### src/rtl/pipe_ctrl.sv
// pipe_ctrl: rv32 five-stage control pipeline (ID decode, ID/EX, EX/MEM, MEM/WB, branch resolve, hazards).
// Define CTRL_FORWARD_EN for MEM/WB forwarding with load-use stalls only; otherwise full RAW interlock.
module pipe_ctrl #(
    parameter int IMM_SEL_W = 3,
    parameter int ALU_SEL_W = 4,
    parameter int WB_SEL_W  = 2
) (
    input  logic                 clk,
    input  logic                 rst,
    input  logic [31:0]          inst_id,
    input  logic                 inst_valid,
    input  logic                 brEq,
    input  logic                 brLT,
    output logic [IMM_SEL_W-1:0] immSel,
    output logic                 ex_aSel,
    output logic                 ex_bSel,
    output logic                 ex_brUn,
    output logic [ALU_SEL_W-1:0] ex_aluSel,
    output logic                 pcSel,
    output logic                 mem_memRW,
    output logic                 mem_memRd,
    output logic                 wb_regWEn,
    output logic [WB_SEL_W-1:0]  wb_wbSel,
    output logic [4:0]           wb_rd,
    output logic [1:0]           fwdA,
    output logic [1:0]           fwdB,
    output logic                 stall,
    output logic                 flush,
    output logic                 illegal
);
    localparam logic [6:0] OPC_LUI = 7'b0110111, OPC_AUIPC = 7'b0010111, OPC_JAL = 7'b1101111,
                           OPC_JALR = 7'b1100111, OPC_BRANCH = 7'b1100011, OPC_LOAD = 7'b0000011,
                           OPC_STORE = 7'b0100011, OPC_OPIMM = 7'b0010011, OPC_OP = 7'b0110011;
    localparam logic [IMM_SEL_W-1:0] IMM_I = IMM_SEL_W'(0), IMM_S = IMM_SEL_W'(1),
                                     IMM_B = IMM_SEL_W'(2), IMM_U = IMM_SEL_W'(3), IMM_J = IMM_SEL_W'(4);
    localparam logic [ALU_SEL_W-1:0] ALU_ADD = ALU_SEL_W'(0), ALU_SUB = ALU_SEL_W'(1),
                                     ALU_AND = ALU_SEL_W'(2), ALU_OR = ALU_SEL_W'(3), ALU_XOR = ALU_SEL_W'(4),
                                     ALU_SLL = ALU_SEL_W'(5), ALU_SRL = ALU_SEL_W'(6), ALU_SRA = ALU_SEL_W'(7),
                                     ALU_SLT = ALU_SEL_W'(8), ALU_SLTU = ALU_SEL_W'(9), ALU_PASSB = ALU_SEL_W'(10);
    localparam logic [WB_SEL_W-1:0]  WB_MEM = WB_SEL_W'(0), WB_ALU = WB_SEL_W'(1), WB_PC4 = WB_SEL_W'(2);

    typedef struct packed {
        logic                 valid;
        logic                 illegal;
        logic                 aSel;
        logic                 bSel;
        logic                 brUn;
        logic [ALU_SEL_W-1:0] aluSel;
        logic                 jump;
        logic                 branch;
        logic [2:0]           f3;
        logic                 memRW;
        logic                 memRd;
        logic                 regWEn;
        logic [WB_SEL_W-1:0]  wbSel;
        logic [4:0]           rd;
        logic [4:0]           rs1;
        logic [4:0]           rs2;
    } ex_t;

    typedef struct packed {
        logic                valid;
        logic                memRW;
        logic                memRd;
        logic                regWEn;
        logic [WB_SEL_W-1:0] wbSel;
        logic [4:0]          rd;
    } mem_t;

    typedef struct packed {
        logic                valid;
        logic                regWEn;
        logic [WB_SEL_W-1:0] wbSel;
        logic [4:0]          rd;
    } wb_t;

    ex_t  dec, ex_d, ex_q;
    mem_t mem_d, mem_q;
    wb_t  wb_d, wb_q;
    logic legal, use1, use2, taken, hazard;
    logic hit_ex, hit_mem, hit_wb;
    logic [ALU_SEL_W-1:0] alu_f3;
    logic [IMM_SEL_W-1:0] imm_sel;

    // inst_id[5] separates OP from OP-IMM, so SUB is only decoded for register-register ops
    always_comb begin
        alu_f3 = ALU_ADD;
        case (inst_id[14:12])
            3'd0: alu_f3 = (inst_id[5] && inst_id[30]) ? ALU_SUB : ALU_ADD;
            3'd1: alu_f3 = ALU_SLL;
            3'd2: alu_f3 = ALU_SLT;
            3'd3: alu_f3 = ALU_SLTU;
            3'd4: alu_f3 = ALU_XOR;
            3'd5: alu_f3 = inst_id[30] ? ALU_SRA : ALU_SRL;
            3'd6: alu_f3 = ALU_OR;
            default: alu_f3 = ALU_AND;
        endcase
    end

    always_comb begin
        dec = '0;
        legal = 1'b1;
        use1 = 1'b0;
        use2 = 1'b0;
        imm_sel = IMM_I;
        case (inst_id[6:0])
            OPC_LUI:    begin imm_sel = IMM_U; dec.bSel = 1'b1; dec.aluSel = ALU_PASSB;
                              dec.regWEn = 1'b1; dec.wbSel = WB_ALU; end
            OPC_AUIPC:  begin imm_sel = IMM_U; dec.aSel = 1'b1; dec.bSel = 1'b1;
                              dec.regWEn = 1'b1; dec.wbSel = WB_ALU; end
            OPC_JAL:    begin imm_sel = IMM_J; dec.aSel = 1'b1; dec.bSel = 1'b1; dec.jump = 1'b1;
                              dec.regWEn = 1'b1; dec.wbSel = WB_PC4; end
            OPC_JALR:   begin dec.bSel = 1'b1; dec.jump = 1'b1; dec.regWEn = 1'b1;
                              dec.wbSel = WB_PC4; use1 = 1'b1; end
            OPC_BRANCH: begin imm_sel = IMM_B; dec.aSel = 1'b1; dec.bSel = 1'b1; dec.branch = 1'b1;
                              dec.brUn = inst_id[14] & inst_id[13]; use1 = 1'b1; use2 = 1'b1; end
            OPC_LOAD:   begin dec.bSel = 1'b1; dec.memRd = 1'b1; dec.regWEn = 1'b1;
                              dec.wbSel = WB_MEM; use1 = 1'b1; end
            OPC_STORE:  begin imm_sel = IMM_S; dec.bSel = 1'b1; dec.memRW = 1'b1;
                              use1 = 1'b1; use2 = 1'b1; end
            OPC_OPIMM:  begin dec.bSel = 1'b1; dec.aluSel = alu_f3; dec.regWEn = 1'b1;
                              dec.wbSel = WB_ALU; use1 = 1'b1; end
            OPC_OP:     begin dec.aluSel = alu_f3; dec.regWEn = 1'b1; dec.wbSel = WB_ALU;
                              use1 = 1'b1; use2 = 1'b1; end
            default:    legal = 1'b0;
        endcase
        dec.valid = 1'b1;
        dec.f3    = inst_id[14:12];
        dec.rs1   = inst_id[19:15];
        dec.rs2   = inst_id[24:20];
        dec.rd    = dec.regWEn ? inst_id[11:7] : 5'd0;
        if (!inst_valid || !legal) begin
            dec  = '0;
            use1 = 1'b0;
            use2 = 1'b0;
        end
        dec.illegal = inst_valid & ~legal;
    end

    assign immSel = imm_sel;

    function automatic logic rs_hit(input logic v, input logic wen, input logic [4:0] rd,
                                    input logic u1, input logic [4:0] rs1,
                                    input logic u2, input logic [4:0] rs2);
        return v && wen && (rd != 5'd0) && ((u1 && rs1 == rd) || (u2 && rs2 == rd));
    endfunction

    assign hit_ex  = rs_hit(ex_q.valid,  ex_q.regWEn,  ex_q.rd,  use1, dec.rs1, use2, dec.rs2);
    assign hit_mem = rs_hit(mem_q.valid, mem_q.regWEn, mem_q.rd, use1, dec.rs1, use2, dec.rs2);
    assign hit_wb  = rs_hit(wb_q.valid,  wb_q.regWEn,  wb_q.rd,  use1, dec.rs1, use2, dec.rs2);

`ifdef CTRL_FORWARD_EN
    function automatic logic [1:0] fwd_src(input logic [4:0] rs,
                                           input logic mv, input logic mw, input logic [4:0] mrd,
                                           input logic wv, input logic ww, input logic [4:0] wrd);
        if (mv && mw && mrd != 5'd0 && mrd == rs) return 2'b01;
        if (wv && ww && wrd != 5'd0 && wrd == rs) return 2'b10;
        return 2'b00;
    endfunction

    assign hazard = hit_ex & ex_q.memRd;
    assign fwdA = fwd_src(ex_q.rs1, mem_q.valid, mem_q.regWEn, mem_q.rd, wb_q.valid, wb_q.regWEn, wb_q.rd);
    assign fwdB = fwd_src(ex_q.rs2, mem_q.valid, mem_q.regWEn, mem_q.rd, wb_q.valid, wb_q.regWEn, wb_q.rd);
`else
    // WB is included so a same-cycle regfile write never needs a bypass
    assign hazard = hit_ex | hit_mem | hit_wb;
    assign fwdA = 2'b00;
    assign fwdB = 2'b00;
    logic unused_rs;
    assign unused_rs = ^{ex_q.rs1, ex_q.rs2};
`endif

    logic unused_inst;
    assign unused_inst = ^{inst_id[31], inst_id[29:25]};

    always_comb begin
        taken = 1'b0;
        case (ex_q.f3)
            3'b000:         taken = brEq;
            3'b001:         taken = ~brEq;
            3'b100, 3'b110: taken = brLT;
            3'b101, 3'b111: taken = ~brLT;
            default:        taken = 1'b0;
        endcase
    end

    assign pcSel = ex_q.valid & (ex_q.jump | (ex_q.branch & taken));
    assign flush = pcSel;
    assign stall = hazard & ~flush;

    assign ex_d  = (flush || stall) ? '0 : dec;
    assign mem_d = '{valid: ex_q.valid, memRW: ex_q.memRW, memRd: ex_q.memRd,
                     regWEn: ex_q.regWEn, wbSel: ex_q.wbSel, rd: ex_q.rd};
    assign wb_d  = '{valid: mem_q.valid, regWEn: mem_q.regWEn, wbSel: mem_q.wbSel, rd: mem_q.rd};

    always_ff @(posedge clk) begin
        if (rst) begin
            ex_q  <= '0;
            mem_q <= '0;
            wb_q  <= '0;
        end else begin
            ex_q  <= ex_d;
            mem_q <= mem_d;
            wb_q  <= wb_d;
        end
    end

    assign ex_aSel   = ex_q.aSel;
    assign ex_bSel   = ex_q.bSel;
    assign ex_brUn   = ex_q.brUn;
    assign ex_aluSel = ex_q.aluSel;
    assign illegal   = ex_q.illegal;
    assign mem_memRW = mem_q.valid & mem_q.memRW;
    assign mem_memRd = mem_q.valid & mem_q.memRd;
    assign wb_regWEn = wb_q.valid & wb_q.regWEn;
    assign wb_wbSel  = wb_q.wbSel;
    assign wb_rd     = wb_q.rd;
endmodule

### config.mk
export PLATFORM = sky130hd
export DESIGN_NAME = pipe_ctrl
export DESIGN_NICKNAME = d
export VERILOG_FILES = /design/src/rtl/pipe_ctrl.sv
export SDC_FILE = /design/constraint.sdc
export NUM_CORES = 1
export LEC_CHECK = 0
export BUFFER_PORTS_ARGS = -buffer_cell sky130_fd_sc_hd__buf_4
export CAP_MARGIN = 20
export CORE_MARGIN = 2
export CORE_UTILIZATION = 50
export CTS_CLUSTER_SIZE = 30
export DETAILED_ROUTE_END_ITERATION = 10
export GPL_TIMING_DRIVEN = 0
export PLACE_DENSITY_LB_ADDON = 0.25
export REMOVE_ABC_BUFFERS = 1
export SYNTH_ARGS = -nofsm -noshare
export SYNTH_HDL_FRONTEND = slang
export SYNTH_SLANG_ARGS = --single-unit
### constraint.sdc
create_clock -name clk -period 3.4 [get_ports clk]
set_clock_uncertainty 0.05 [all_clocks]
set_input_delay 0.68 -clock clk [delete_from_list [all_inputs] [get_ports clk]]
set_output_delay 0.68 -clock clk [all_outputs]
set_load 0.005 [all_outputs]
==> impl_metrics.json <==
{
  "rr_worst_depth": 6,
  "area_delta_synth_final_pct": 21.3,
  "path_max_fanout": 6,
  "syn_avg_cell_area_um2": 8.70,
  "slew_headroom_pct": 50.7,
  "n_antenna_cell": 0,
  "p_leak_nw": 1.11,
  "drive_gt1_share_pct": 27.4,
  "cts_hold_buffers": 0,
  "fin_cells": 359,
  "antenna_found_initial": 0,
  "synth_top_area_share_pct": 38.7,
  "outcome": "finished clean",
  "max_stage_delay_ps": 550,
  "timing.final.crit_share_pct": 96.5,
  "drc": 0,
  "power.density_nw_per_um2": 344,
  "routed_wirelength_um": 5200,
  "ioPinCount": 65,
  "viasPerCell": 5.55,
  "yosysWarnings": 0,
  "die-area_um2": 5110,
  "yosysSeqAreaShare_pct": 38.7,
  "cp-startpoint": "inst_id[3]",
  "crit_path_frequent_cell": "buf_4",
  "r2r-start": "ex_q[12]$_SDFF_PP0_",
  "yosys.cell_count.top_type": "dfxtp_1",
  "synth-xor-area-share_pct": 8.84,
  "cts_buffers": 5,
  "rrSetupSlack_ps": 870,
  "synth_compound_area_share_pct": 13.6,
  "rsz0062_at_grt": "false",
  "num_vias": 1991,
  "drt-initial-drc-count": 159,
  "start_kind": "input port",
  "postRouteAntennaNets": 0,
  "syn_area_um2": 2280,
  "clockBufferDepth": 2,
  "clock-sinks": 44,
  "max_cap_violations": 0,
  "synthMuxAreaShare_pct": 0,
  "grt_start_max_net_pins": 24,
  "cp.arrival_ps": 2550,
  "final_util_pct": 63.0,
  "grt_pass1_wl_um": 8140,
  "setup-violations-final": 0,
  "worstSetupPathType": "in2out",
  "clk_pin_slew_ps": 80,
  "worst_slack_ps": 120,
  "clkLatencyLatePin_ps": 300,
  "cts_tree": "done",
  "ir_drop_v": 0.000264,
  "cts_root_buf": "clkbuf_8",
  "hold_viol": 0,
  "grt_pass1_vias": 1775,
  "critical_path_required_ps": 2670,
  "path_cells": "buf_4, nor4bb_1, and4_1, nand4_1, a221oi_1, nor3_1, a21oi_1, buf_4",
  "synthSimpleGateAreaFrac_pct": 30.2,
  "synth_cell_types": 49,
  "layout.nets": 343,
  "synthCells": 262,
  "place.gp.congestion": 0.829,
  "dieWidth_um": 71.5,
  "worstMarginPinSlew_ps": 732,
  "grt-ovfl-total": 0,
  "endpoint_kind": "output pin",
  "ys_ff_latch": 44,
  "fmaxAchievable_mhz": 305,
  "placed_area_um2": 2600,
  "place_hpwl_um": 3750,
  "yosys-top-cells-area": "dfxtp_1 (39%), nor2b_1 (6.6%), buf_4 (5.6%), xor2_1 (5.4%), nor2_1 (4.3%)",
  "fin_area_um2": 2760,
  "crit_end": "stall",
  "numPortBuffers": 54,
  "worst_path_max_delay_cell": "nor4bb_1",
  "yosys-top-cells-count": "dfxtp_1 (44), nor2_1 (26), nor2b_1 (24)",
  "maxSlewViolCount": 0,
  "initial_core_util_pct": 52.0,
  "synth_top_family_by_area": "simple AND/OR/NAND/NOR gates",
  "core_um2": 4380,
  "placedCellCount": 347,
  "ys.flop_type": "dfxtp_1",
  "routedWlPerCell_um": 14.5,
  "synth.largest_area_cell": "dfxtp_1",
  "htree_levels": 2,
  "ys_async_sr_fraction_pct": 0,
  "r2r_end": "ex_q[18]$_SDFF_PP0_",
  "place_ws_ps": -49.9,
  "whs_ps": 390,
  "min_from": "mem_q[6]$_SDFF_PP0_",
  "holdCritPathClass": "reg2reg",
  "die_h_um": 71.5,
  "drt-pass1-iter-count": 4,
  "fin_crit_ps": 3280,
  "placementRows": 24,
  "synthAdderAreaFrac_pct": 0,
  "synth-edff-count": 0,
  "track_usage_pct": 20.3
}
cells by family after synthesis:
| family | after synthesis |
|---|---|
| AO/OA/AOI/OAI | 43 |
| flip-flops | 44 |
| other | 1 |
| AND/OR/NAND/NOR | 119 |
| XOR/XNOR | 23 |
| buffers and inverters | 32 |
critical path, delay by kind of cell:
kind	cells	cell delay (ps)
compound gates	2	500
buf+inv	2	280
simple gates	4	1080
cells in the final DEF (no fill, tap or decap), types with 2 or more instances in the layout:
cell	count
nor2_1	26
and3_1	2
inv_1	8
nand2_1	18
and4_1	2
buf_4	57
conb_1	4
nand3b_1	3
dfxtp_1	44
nor4bb_1	3
a21oi_1	11
a31o_2	2
a31oi_1	3
and2_1	3
clkinv_2	2
nand3_2	2
o22ai_1	3
nand4_1	4
nor3_2	4
nor4_1	2
nor2b_2	2
clkbuf_8	5
o21ai_0	10
xnor2_1	9
nor2b_1	22
nor3_1	8
or3_1	3
nand3_1	8
xor2_1	14
through the flow:
step	TNS, ps	total power, mW
after floorplan	0	0.569
after global placement	-37.4	0.626
after detailed placement	-49.9	0.628
after CTS	0	0.950
after global routing	0	0.987
final	0	0.950
repair_timing:
item                       in CTS  in global routing
setup buffers                   0                  3
gates cloned                    0                  1
gates resized for setup         1                  5
setup endpoints to repair       1                  1
pin swaps                       0                  1
worst min path at each step:
| stage | endpoint | cells past startpoint | slack (ps) |
|---|---|---|---|
| finish | wb_wbSel[1]$_SDFF_PP0_ | 1 | 390 |
| global route | mem_q[9]$_SDFF_PP0_ | 1 | 400 |
| CTS | wb_wbSel[1]$_SDFF_PP0_ | 1 | 390 |
| detailed placement | wb_wbSel[1]$_SDFF_PP0_ | 1 | 370 |
| global placement | wb_wbSel[0]$_SDFF_PP0_ | 1 | 370 |
| floorplan | mem_q[5]$_SDFF_PP0_ | 1 | 360 |
power by group:
part,switching (mW),internal [mW],leakage [nW],total [mW]
combinational,0.0597,0.0483,0.707,0.108
sequential,0.000670,0.516,0.355,0.517
clock,0.182,0.143,0.0479,0.325
total,0.242,0.708,1.11,0.950
registers in the layout, summed over array words and instances (netlist names):
name,flops
ex_aSel,1
ex_aluSel,4
ex_bSel,1
ex_brUn,1
ex_q,16
illegal,1
mem_q,11
wb_q,2
wb_rd,5
wb_wbSel,2
metal layers:
metal	global-route usage (%)	vias to the layer above	wire length [µm]
li1	-	984	-
met1	25.0	936	2310
met2	35.3	65	2550
met3	3.94	6	273
met4	7.55	0	74
met5	0	-	0
final cells by class:
class / instances / area [µm²]
Clock buffer: 5 / 68.8
Sequential cell: 44 / 881
Clock inverter: 3 / 18.8
Inverter: 8 / 30.0
Timing Repair Buffer: 57 / 428
Tap cell: 52 / 65.1
Multi-Input combinational cell: 190 / 1270
Fill cell: 399 / 1620
No activity file was read; power rests on OpenSTA's default activity.
